File: src/rtl/reg_wb_sched.sv
// reg_wb_sched: register scoreboard and writeback scheduler.
// Tracks pending register writes so dependent issues stall. Arbitrates
// ALU (EXEC) and load (MEM) writebacks onto one register-file write port.
// Provides a flush/drain mode that blocks issue until every pending write
// has retired.
module reg_wb_sched #(
   parameter int STARVE_LIMIT = 4
) (
   input  logic        CLK,
   input  logic        RST,
   input  logic        FLUSH,
   // decode-stage issue request
   input  logic        ISSUE_VALID,
   input  logic        ISSUE_WR,
   input  logic [4:0]  ISSUE_RD,
   input  logic [4:0]  ISSUE_RS1,
   input  logic [4:0]  ISSUE_RS2,
   output logic        ISSUE_READY,
   output logic        STALL,
   // ALU writeback requester
   input  logic        EXEC_VALID,
   input  logic [4:0]  EXEC_ADDR,
   input  logic [31:0] EXEC_DATA,
   output logic        EXEC_READY,
   // load writeback requester
   input  logic        MEM_VALID,
   input  logic [4:0]  MEM_ADDR,
   input  logic [31:0] MEM_DATA,
   output logic        MEM_READY,
   // register-file write port (WADDR == 0 means no write)
   output logic [4:0]  WADDR,
   output logic [31:0] WDATA,
   // scoreboard
   output logic [31:0] BUSY
);

   localparam logic [0:0] ST_RUN   = 1'b0;
   localparam logic [0:0] ST_DRAIN = 1'b1;

   // Saturation point of the EXEC starvation counter, held in the counter's width.
   localparam logic [3:0] LIMIT = 4'(STARVE_LIMIT);

   logic [0:0]  state_q,  state_d;
   logic [31:0] busy_q,   busy_d;
   logic [3:0]  starve_q, starve_d;
   logic [4:0]  waddr_q,  waddr_d;
   logic [31:0] wdata_q,  wdata_d;

   logic        src_busy_s;
   logic        dst_busy_s;
   logic        issue_ready_s;
   logic        issue_set_s;
   logic        exec_grant_s;
   logic        mem_grant_s;
   logic        wb_valid_s;
   logic [4:0]  wb_addr_s;
   logic [31:0] wb_data_s;

   // Hazard lookup: sources must be clean; the destination only matters when written.
   always_comb begin
      src_busy_s = busy_q[ISSUE_RS1] | busy_q[ISSUE_RS2];
      if (ISSUE_WR) begin
         dst_busy_s = busy_q[ISSUE_RD];
      end else begin
         dst_busy_s = 1'b0;
      end
   end

   // Issue acceptance. Uses only registered BUSY, so a writeback clearing a
   // register this cycle does not release a dependent issue until next cycle.
   always_comb begin
      issue_ready_s = 1'b0;
      if (RST || FLUSH) begin
         issue_ready_s = 1'b0;
      end else if (state_q == ST_RUN) begin
         issue_ready_s = ~src_busy_s & ~dst_busy_s;
      end else begin
         issue_ready_s = 1'b0;
      end
      issue_set_s = ISSUE_VALID & issue_ready_s & ISSUE_WR & (ISSUE_RD != 5'd0);
   end

   // Writeback arbitration: MEM has priority, but EXEC wins once it has lost
   // STARVE_LIMIT times in a row. No grants while reset is asserted.
   always_comb begin
      exec_grant_s = 1'b0;
      mem_grant_s  = 1'b0;
      if (RST) begin
         exec_grant_s = 1'b0;
         mem_grant_s  = 1'b0;
      end else if (EXEC_VALID && MEM_VALID) begin
         if (starve_q == LIMIT) begin
            exec_grant_s = 1'b1;
         end else begin
            mem_grant_s  = 1'b1;
         end
      end else if (EXEC_VALID) begin
         exec_grant_s = 1'b1;
      end else if (MEM_VALID) begin
         mem_grant_s  = 1'b1;
      end else begin
         exec_grant_s = 1'b0;
         mem_grant_s  = 1'b0;
      end
   end

   // Mux the granted requester onto the internal writeback bus.
   always_comb begin
      wb_valid_s = exec_grant_s | mem_grant_s;
      if (exec_grant_s) begin
         wb_addr_s = EXEC_ADDR;
         wb_data_s = EXEC_DATA;
      end else if (mem_grant_s) begin
         wb_addr_s = MEM_ADDR;
         wb_data_s = MEM_DATA;
      end else begin
         wb_addr_s = 5'd0;
         wb_data_s = wdata_q;
      end
   end

   // Starvation counter: cleared on EXEC grant, counts EXEC losses, saturates.
   always_comb begin
      starve_d = starve_q;
      if (exec_grant_s) begin
         starve_d = 4'd0;
      end else if (EXEC_VALID && (starve_q < LIMIT)) begin
         starve_d = starve_q + 4'd1;
      end else begin
         starve_d = starve_q;
      end
   end

   // Scoreboard update: clear on writeback first, then set on issue so a
   // same-register set wins. Register 0 is never tracked.
   always_comb begin
      busy_d = busy_q;
      if (wb_valid_s) begin
         busy_d[wb_addr_s] = 1'b0;
      end else begin
         busy_d = busy_q;
      end
      if (issue_set_s) begin
         busy_d[ISSUE_RD] = 1'b1;
      end else begin
         busy_d[0] = 1'b0;
      end
      busy_d[0] = 1'b0;
   end

   // Write port next state: address reads 0 unless a real write happens;
   // data holds when nothing is written (including address-0 writebacks).
   always_comb begin
      waddr_d = 5'd0;
      wdata_d = wdata_q;
      if (wb_valid_s && (wb_addr_s != 5'd0)) begin
         waddr_d = wb_addr_s;
         wdata_d = wb_data_s;
      end else begin
         waddr_d = 5'd0;
         wdata_d = wdata_q;
      end
   end

   // Flush FSM: enter DRAIN on flush, leave once every pending write retired.
   always_comb begin
      state_d = state_q;
      case (state_q)
         ST_RUN: begin
            if (FLUSH) begin
               state_d = ST_DRAIN;
            end else begin
               state_d = ST_RUN;
            end
         end
         ST_DRAIN: begin
            if ((busy_q == 32'd0) && !FLUSH) begin
               state_d = ST_RUN;
            end else begin
               state_d = ST_DRAIN;
            end
         end
         default: begin
            state_d = ST_RUN;
         end
      endcase
   end

   // State registers with asynchronous reset to the idle/empty condition.
   always_ff @(posedge CLK or posedge RST) begin
      if (RST) begin
         state_q  <= ST_RUN;
         busy_q   <= 32'd0;
         starve_q <= 4'd0;
         waddr_q  <= 5'd0;
         wdata_q  <= 32'd0;
      end else begin
         state_q  <= state_d;
         busy_q   <= busy_d;
         starve_q <= starve_d;
         waddr_q  <= waddr_d;
         wdata_q  <= wdata_d;
      end
   end

   assign ISSUE_READY = issue_ready_s;
   assign STALL       = ISSUE_VALID & ~issue_ready_s;
   assign EXEC_READY  = exec_grant_s;
   assign MEM_READY   = mem_grant_s;
   assign WADDR       = waddr_q;
   assign WDATA       = wdata_q;
   assign BUSY        = busy_q;

endmodule

File: config.mk
export PLATFORM = sky130hd
export DESIGN_NAME = reg_wb_sched
export DESIGN_NICKNAME = d
export VERILOG_FILES = /design/src/rtl/reg_wb_sched.sv
export SDC_FILE = /design/constraint.sdc
export NUM_CORES = 1
export LEC_CHECK = 0
export CAP_MARGIN = 40
export CORE_MARGIN = 2
export CORE_UTILIZATION = 49
export DETAILED_ROUTE_END_ITERATION = 6
export GPL_TIMING_DRIVEN = 0
export PLACE_DENSITY = 0.87
export REMOVE_ABC_BUFFERS = 1
export SYNTH_ARGS = -nofsm -noshare
export SYNTH_HDL_FRONTEND = slang
export SYNTH_SLANG_ARGS = --single-unit
File: constraint.sdc
create_clock -name CLK -period 6.9 [get_ports CLK]
set_clock_uncertainty 0.1 [all_clocks]
set_input_delay 1.725 -clock CLK [delete_from_list [all_inputs] [get_ports CLK]]
set_output_delay 1.725 -clock CLK [all_outputs]
set_load 0.005 [all_outputs]
# After elaboration in Yosys (flattened, before gate mapping)
# Cells that the tools add are included.
[word_totals] register_bits=73 in_bits=96 word_cells=76 out_inout_bits=73
[classes] bitwise=14 n_eq_ne=1 n_addsub=1 n_reduce_logical=14 magnitude_cmp=7 mux=34
[op_table] op="32-bit 2-to-1 mux" n=3
[op_table] op="32-bit AND" n=1
[op_table] op="32-bit zero test" n=1
[op_table] op="32-bit inverter" n=1
[op_table] op="32-bit OR" n=1
[op_table] op="31-bit 2-to-1 mux" n=1
[op_table] op="5-bit by 6-bit less-than comparator with 1-bit output, second input constant" n=4
[op_table] op="1-bit 2-to-1 mux" n=19
[op_table] op="1-bit binary-select mux with 5-bit select" n=3
[op_table] op="5-bit 2-to-1 mux" n=3
[op_table] op="1-bit demux with 5-bit select" n=2
[op_table] op="5-bit by 1-bit >= comparator with 1-bit output, second input constant" n=2
[op_table] op="5-bit nonzero test" n=2
[op_table] op="4-bit 2-to-1 mux" n=2
[op_table] op="1-bit logical AND" n=6
[op_table] op="1-bit AND" n=5
[op_table] op="4-bit by 1-bit adder with 4-bit output, second input constant" n=1
[op_table] op="4-bit by 3-bit equality test with 1-bit output, second input constant" n=1
[op_table] op="4-bit by 3-bit less-than comparator with 1-bit output, second input constant" n=1
[op_table] op="1-bit inverter" n=4
[op_table] op="2-bit nonzero test" n=2
[op_table] op="1-bit OR" n=2
[op_table] op="1-bit one-hot mux with 2 select lines" n=1
[op_table] op="2-bit AND reduction" n=1
[op_table] op="2 further kinds" n=2

# Logic depth before layout (Yosys ltp)
# Gate-level depths: netlist of run 1.
[depth] depth_word=15 mapped_depth=11 ltp_nobuf=9

# Least setup slack after synthesis of run 1
# OpenSTA, ideal clock, no wires.
[synth_path] path_type="input -> output" from="input ISSUE_RS1[1]" to="output ISSUE_READY" arrival_ns=3.206 path_buffers=2 required_ns=5.075 stages=8 slack_ns=1.869 cell_sequence="buf_2 -> buf_2 -> mux2_2 -> o22ai_1 -> nor3_1 -> nor4_4 -> and2_1 -> and3_1"
[synth_between] elab_chain_cells=7
[synth_rtl] element="from (decl)" line_no="16" rtl="input logic [4:0] ISSUE_RS1,"
[synth_rtl] element="1-bit binary-select mux with 5-bit select" line_no="61" rtl="src_busy_s = busy_q[ISSUE_RS1] | busy_q[ISSUE_RS2];"
[synth_rtl] element="1-bit 2-to-1 mux (not written as such)" line_no="61"
[synth_rtl] element="1-bit OR" line_no="61"
[synth_rtl] element="1-bit inverter" line_no="76" rtl="issue_ready_s = ~src_busy_s & ~dst_busy_s;"
[synth_rtl] element="1-bit AND" line_no="76"
[synth_rtl] element="1-bit 2-to-1 mux" line_no="75" rtl="end else if (state_q == ST_RUN) begin"
[synth_rtl] element="1-bit 2-to-1 mux" line_no="73" rtl="if (RST || FLUSH) begin"
[synth_rtl] element="to (decl)" line_no="18" rtl="output logic ISSUE_READY,"
# No other way between the ends. The select of a mux whose other input is x is not followed.

# Final worst setup path of run 1
[layout_path] from="input ISSUE_RD[1]" to="output ISSUE_READY"
[layout_between] elab_chain_cells=7
[layout_rtl] element="from (decl)" line_no="15" rtl="input logic [4:0] ISSUE_RD,"
[layout_rtl] element="1-bit binary-select mux with 5-bit select" line_no="63" rtl="dst_busy_s = busy_q[ISSUE_RD];"
[layout_rtl] element="1-bit 2-to-1 mux (not written as such)" line_no="63"
[layout_rtl] element="1-bit 2-to-1 mux" line_no="62" rtl="if (ISSUE_WR) begin"
[layout_rtl] element="1-bit inverter" line_no="76"
[layout_rtl] element="1-bit AND" line_no="76"
[layout_rtl] element="1-bit 2-to-1 mux" line_no="75"
[layout_rtl] element="1-bit 2-to-1 mux" line_no="73"
# No other way between the ends. The select of a mux whose other input is x is not followed.

==> impl_metrics.yaml, run 1 <==
sta:
  slew-limit-headroom_pct: 38.6
  period_needed_ns: 6.56
  fmax_mhz: 152
  period_share_pct: 95.1
  hold_slack_ns: 0.414
  drv_slew: 0
  final_hold_viol_count: 0
  layout_setup_ws_ns: 0.341
  worst_slew_pin_slew_ns: 0.919
  fin_setup_tns_ns: 0
  setup_viol: 0
  rsz0062_at_grt: "false"
yosys:
  syn_area_per_cell_sq_um: 9.39
  synth-async-reset-ratio_pct: 100
  synth_warnings: 0
  synth_edf_count: 0
  yosysSeqAreaShare_pct: 39.6
  synth-seq-cells: 73
  synth_cell_type_count: 61
  synth_cells: 492
  syn_area_sq_um: 4620
  synthFlopType: "dfrtp_1"
pwr:
  p_leak_uw: 0.00259
  ir_drop_mv: 0.147
  power.density_nw_per_um2: 200
placed_design:
  dp_hpwl_microns: 11300
  port_buffers: 167
  gp_congestion: 0.945
  pre_cts_ws_ns: 0.373
global_routing:
  grt_pass1_vias: 4525
  grt-ovfl-total: 0
  grt_use_total_pct: 28.8
  grt_start_max_net_pins: 43
  antenna_found_initial: 0
  grt_pass1_wl_microns: 22800
cells_and_area:
  fin_util_pct: 71.2
  seqCellArea_sq_um: 1830
  multi_input_area_sq_um: 2580
  final_nets: 746
  layout-drive-gt1-share_pct: 10.9
  nFillCells: 650
  area_growth_pct: 41.8
  n_antenna_cell: 0
route:
  viasPerCell: 5.97
  final_antenna_net_count: 0
  remaining_drc_errors: 0
  vias: 4563
  drt-pass1-iter-count: 5
  drt-initial-drc-count: 320
  wl_microns: 14500
  wire_per_inst_microns: 19.0
clock_network:
  h-tree-depth: 3
  path_clk_slew_ns: 0.08
  holdBufCountCts: 0
  cts_setup_buffers: 0
  clock_path_buffers: 2
  clock-sinks: 73
  cts_tree: "built"
  cts_root_buf: "clkbuf_8"
  clk_latency_ns: 0.34
  cts_buffers: 9
  ctsResizeCount: 0
min_path:
  worstHoldPathType: "flop to flop"
  hold_start: "state_q$_DFF_PP0_"
  min_path_cells: 1
  hold_end: "state_q$_DFF_PP0_"
floorplanning:
  core_area_sq_um: 9200
  die_w_microns: 101
  start_util_pct: 50.2
  dieArea_sq_um: 10200
  top_level_ports: 169
  die_h_microns: 101
  rows: 35
worst_setup_path:
  cp_slowest_stage_delay_ns: 1.06
  worstPathCellList: "clkdlybuf4s50_1, mux2_4, and3_4, o41ai_1, o221a_2, nand2b_1, and3_1, clkdlybuf4s50_1"
  worstRegToRegCells: 10
  cp_common_cell: "clkdlybuf4s50_1"
  worst-path-buf-inv: 2
  cp_slowest_cell: "clkdlybuf4s50_1"
  path_delay_family: "buffers and inverters"
  end_kind: "output port"
  start_kind: "primary input"
  r2r-start: "starve_q[0]$_DFFE_PP0P_"
  crit_fanout: 19
  rrSetupSlack_ns: 3.73
  arrival_ns: 4.73
  setup.worst_path.class: "primary input to output port"
  crit_required_ns: 5.08
  reg2reg_to: "WDATA[13]$_DFFE_PP0P_"
run_status:
  outcome: "finished, final reports clean"
job:
  drv_cap: 0
[Yosys cell counts, drive strengths merged (7+ instances only)]
library cell	instances	area share (%)
a21oi	39	4.2
clkbuf	9	0.73
nand2b	7	0.95
buf	21	3.1
nand2	48	3.9
o21ai	66	9.1
nor4	10	1.7
nor2	47	3.8
mux2	8	2.0
mux2i	56	12
nor3b	7	1.1
inv	13	1.1
nor3	8	0.87
dfrtp	73	40
[placed cells by master, fill, tap and decap left out, types with 3 or more instances in the layout]
master,count
dfrtp_1,73
nand2_1,48
clkinvlp_4,3
nand3b_1,5
o21ai_1,6
clkbuf_8,11
mux4_2,4
a21oi_1,38
a22oi_1,4
nor3_1,8
o22ai_1,6
nor4_1,9
nand3_1,6
nor2_1,47
and3_1,3
o21ai_2,24
mux2i_1,56
a31oi_1,3
nor3b_1,7
o21ai_0,36
mux2_2,7
nor2b_1,4
inv_1,12
nand2b_1,7
nand4_1,3
a211oi_1,3
clkdlybuf4s50_1,167
[sequential cells by signal, summed over array words and instances (netlist names)]
| register | cells |
|---|---|
| state_q | 1 |
| WADDR | 5 |
| starve_q | 4 |
| BUSY | 31 |
| WDATA | 32 |
[power breakdown]
part           internal (uW)  leakage, uW  switching (uW)
combinational            247      0.00159             204
clock                    150    0.0000846             158
sequential               498     0.000918            51.3
[through the flow]
stage          total power (uW)  area, sq um  cells
3_3_place_gp                980         6250    740
6_report                   1310         6550    764
4_1_cts                    1310         6550    764
3_5_place_dp               1010         6370    748
5_1_grt                    1370         6550    764
2_1_floorplan               734         4440    462
[worst max-delay path by stage]
stage,startpoint,to,cells after the start,slack [ns]
6_report,ISSUE_RD[1],ISSUE_READY,8,0.34
2_1_floorplan,RST,WDATA[0]$_DFFE_PP0P_,6,-0.28
3_3_place_gp,RST,WDATA[28]$_DFFE_PP0P_,7,-2.13
3_5_place_dp,ISSUE_RD[1],ISSUE_READY,8,0.37
5_1_grt,ISSUE_RD[1],ISSUE_READY,8,0.21
4_1_cts,ISSUE_RD[1],ISSUE_READY,8,0.37
[worst reg2reg max path, delay by kind of cell, from the launching register on]
| kind | cells | cell delay, ns |
|---|---|---|
| buffers and inverters | 3 | 0.49 |
| AND/OR/NAND/NOR | 4 | 1.42 |
| flip-flops | 1 | 0.40 |
| AO/OA/AOI/OAI | 2 | 0.48 |
| adder cells (fa/ha/maj) | 1 | 0.20 |
[per-layer routing]
metal	global-route usage, %	share of wire (%)	vias up
li1	-	-	2107
met1	35.5	39	2167
met2	49.0	50	254
met3	6.80	8.7	35
met4	10.6	2.6	0
met5	0	0	-
[area by class of cell]
| type | instances | share of cell area, % |
|---|---|---|
| Clock inverter | 4 | 0.420 |
| Timing Repair Buffer | 175 | 27.0 |
| Multi-Input combinational cell | 376 | 39.4 |
| Tap cell | 111 | 2.12 |
| Inverter | 13 | 0.783 |
| Sequential cell | 73 | 27.9 |
| Clock buffer | 12 | 2.37 |
[cell families after synthesis]
kind of cell	count (synthesis)	synth area share, %
AND/OR/NAND/NOR	161	17.9
flip-flops	73	39.6
AO/OA/AOI/OAI	141	19.6
XOR/XNOR	1	0.190
other	1	0.0812
multiplexers	70	17.3
buffers and inverters	43	4.85
adder cells (fa/ha/maj)	2	0.542
Power figures use the tool's default switching activity.
==> inputs of run 2 (changes only) <==
- CORE_MARGIN: 2 -> default
==> run 2 against run 1 <==
Effect of this change:
- critical endpoint unchanged
- utilization is 0.14 points lower
- via count increased by 1.0%
- first-iteration DRC count grew 17%
- hold slack gained 0.018 ns
- routed wire length is 1.8% lower
- cell count shrank 0.52%
- total power up 0.86%
- largest power group unchanged
- highest routed layer unchanged
==> impl_metrics.yaml, run 2 (same netlist as run 1, synthesis figures left out) <==
global_routing:
  grt_use_total_pct: 29.7
  grt_pass1_wl_microns: 22700
  antenna_found_initial: 0
  grt-ovfl-total: 0
  grt_start_max_net_pins: 52
  grt_pass1_vias: 4541
route:
  viasPerCell: 6.06
  drt-initial-drc-count: 375
  wl_met2_microns: 6920
  top_layer: "met4"
  final_antenna_net_count: 0
  drt-pass1-iter-count: 4
  wl_microns: 14200
  wl_met3_microns: 1350
  wire_per_inst_microns: 18.7
  remaining_drc_errors: 0
  vias: 4609
  met1Wirelength_microns: 5630
floorplanning:
  top_level_ports: 169
  core_area_sq_um: 9200
  die_h_microns: 99.1
  dieArea_sq_um: 9820
  rows: 35
  die_w_microns: 99.1
  start_util_pct: 50.2
cells_and_area:
  fin_util_pct: 71.1
  largest_reg_flops: 32
  seqCellArea_sq_um: 1830
  final_cell_mix: "clkdlybuf4s50_1, dfrtp_1, mux2i_1"
  final_nets: 744
  nFillCells: 699
  multi_input_area_sq_um: 2580
  layout-drive-gt1-share_pct: 10.5
  layout_commonest_cell: "clkdlybuf4s50_1"
  area_growth_pct: 41.5
  n_antenna_cell: 0
worst_setup_path:
  crit_fanout: 19
  setup.worst_path.class: "primary input to output port"
  crit_required_ns: 5.08
  start_kind: "primary input"
  arrival_ns: 4.71
  end_kind: "output port"
clock_network:
  clock_path_buffers: 2
  cts_root_buf: "clkbuf_8"
  ctsResizeCount: 0
  cts_buffers: 9
  cts_tree: "built"
  clk_latency_ns: 0.35
  path_clk_slew_ns: 0.07
  h-tree-depth: 3
  cts_setup_buffers: 0
  holdBufCountCts: 0
  clock-sinks: 73
run_status:
  outcome: "finished, final reports clean"
sta:
  worst_slew_pin_slew_ns: 0.948
  fmax_mhz: 153
  slew-limit-headroom_pct: 36.3
  period_needed_ns: 6.53
  layout_setup_ws_ns: 0.366
  rsz0062_at_grt: "false"
  drv_slew: 0
  period_share_pct: 94.7
  final_hold_viol_count: 0
  setup_viol: 0
placed_design:
  port_buffers: 167
  pre_cts_ws_ns: 0.379
  gp_congestion: 0.896
  dp_hpwl_microns: 10800
pwr:
  p_leak_uw: 0.00259
  power.density_nw_per_um2: 202
  finalPower_uw: 1320
  ir_drop_mv: 0.135
job:
  drv_cap: 0
min_path:
  worstHoldPathType: "flop to flop"
[run 2: changes by cell type in the layout (fill, tap and decap cells not counted)]
| cell | delta |
|---|---|
| buf_12 | -1 |
| buf_8 | -1 |
| clkinvlp_4 | -1 |
| buf_16 | +1 |
| bufinv_16 | +1 |
| clkbuf_1 | -1 |
| clkinv_4 | +1 |
| clkbuf_8 | -2 |
| buf_2 | -1 |
[run 2: final timing paths]
path	startpoint	end	slack, ns	cells after the start
setup / recovery	ISSUE_RD[1]	ISSUE_READY	0.37	8
hold / removal	WDATA[20]$_DFFE_PP0P_	WDATA[20]$_DFFE_PP0P_	0.43	2
hold reg to reg	WDATA[20]$_DFFE_PP0P_	WDATA[20]$_DFFE_PP0P_	0.43	2
max in group asynchronous	RST	WDATA[9]$_DFFE_PP0P_	4.43	3
min in group asynchronous	RST	BUSY[26]$_DFF_PP0_	1.72	2
setup reg to reg	starve_q[0]$_DFFE_PP0P_	WDATA[3]$_DFFE_PP0P_	3.73	9
[run 2: power breakdown]
| group | internal (uW) | switching [uW] | total [uW] |
|---|---|---|---|
| sequential | 498 | 53.5 | 552 |
| clock | 163 | 158 | 321 |
| combinational | 244 | 201 | 446 |
[run 2: metrics by stage]
step	instance area [sq um]	setup TNS [ns]	hold WS (ns)	cells
finish	6540	0	0.432	760
global route	6540	0	0.455	760
CTS	6540	0	0.433	760
floorplan	4440	-8.99	0.383	462
detailed placement	6350	0	0.417	746
global placement	6250	-85.72	0.395	740
[run 2: area by class of cell]
class | count | area share (%)
Clock inverter | 5 | 0.900
Sequential cell | 73 | 27.9
Clock buffer | 9 | 1.90
Timing Repair Buffer | 173 | 26.9
Inverter | 13 | 0.785
Multi-Input combinational cell | 376 | 39.5
Tap cell | 111 | 2.12
[run 2: routing by layer]
metal  vias to the layer above  track usage, %
met1                      2211            37.6
li1                       2108               -
met4                         0            10.3
met3                        31            6.31
met5                         -               0
met2                       259            50.6
[run 2: critical path, stage by stage]
cell	delay (ns)
clkdlybuf4s50_1	1.06
mux2_4	0.36
and3_4	0.18
o41ai_1	0.33
o221a_2	0.29
nand2b_1	0.13
and3_1	0.15
clkdlybuf4s50_1	0.49
==> inputs of run 3 (changes only) <==
- HOLD_SLACK_MARGIN: default -> 0.1
==> results of run 3 <==
No change in the layout: final DEF, timing and power equal those of run 2.
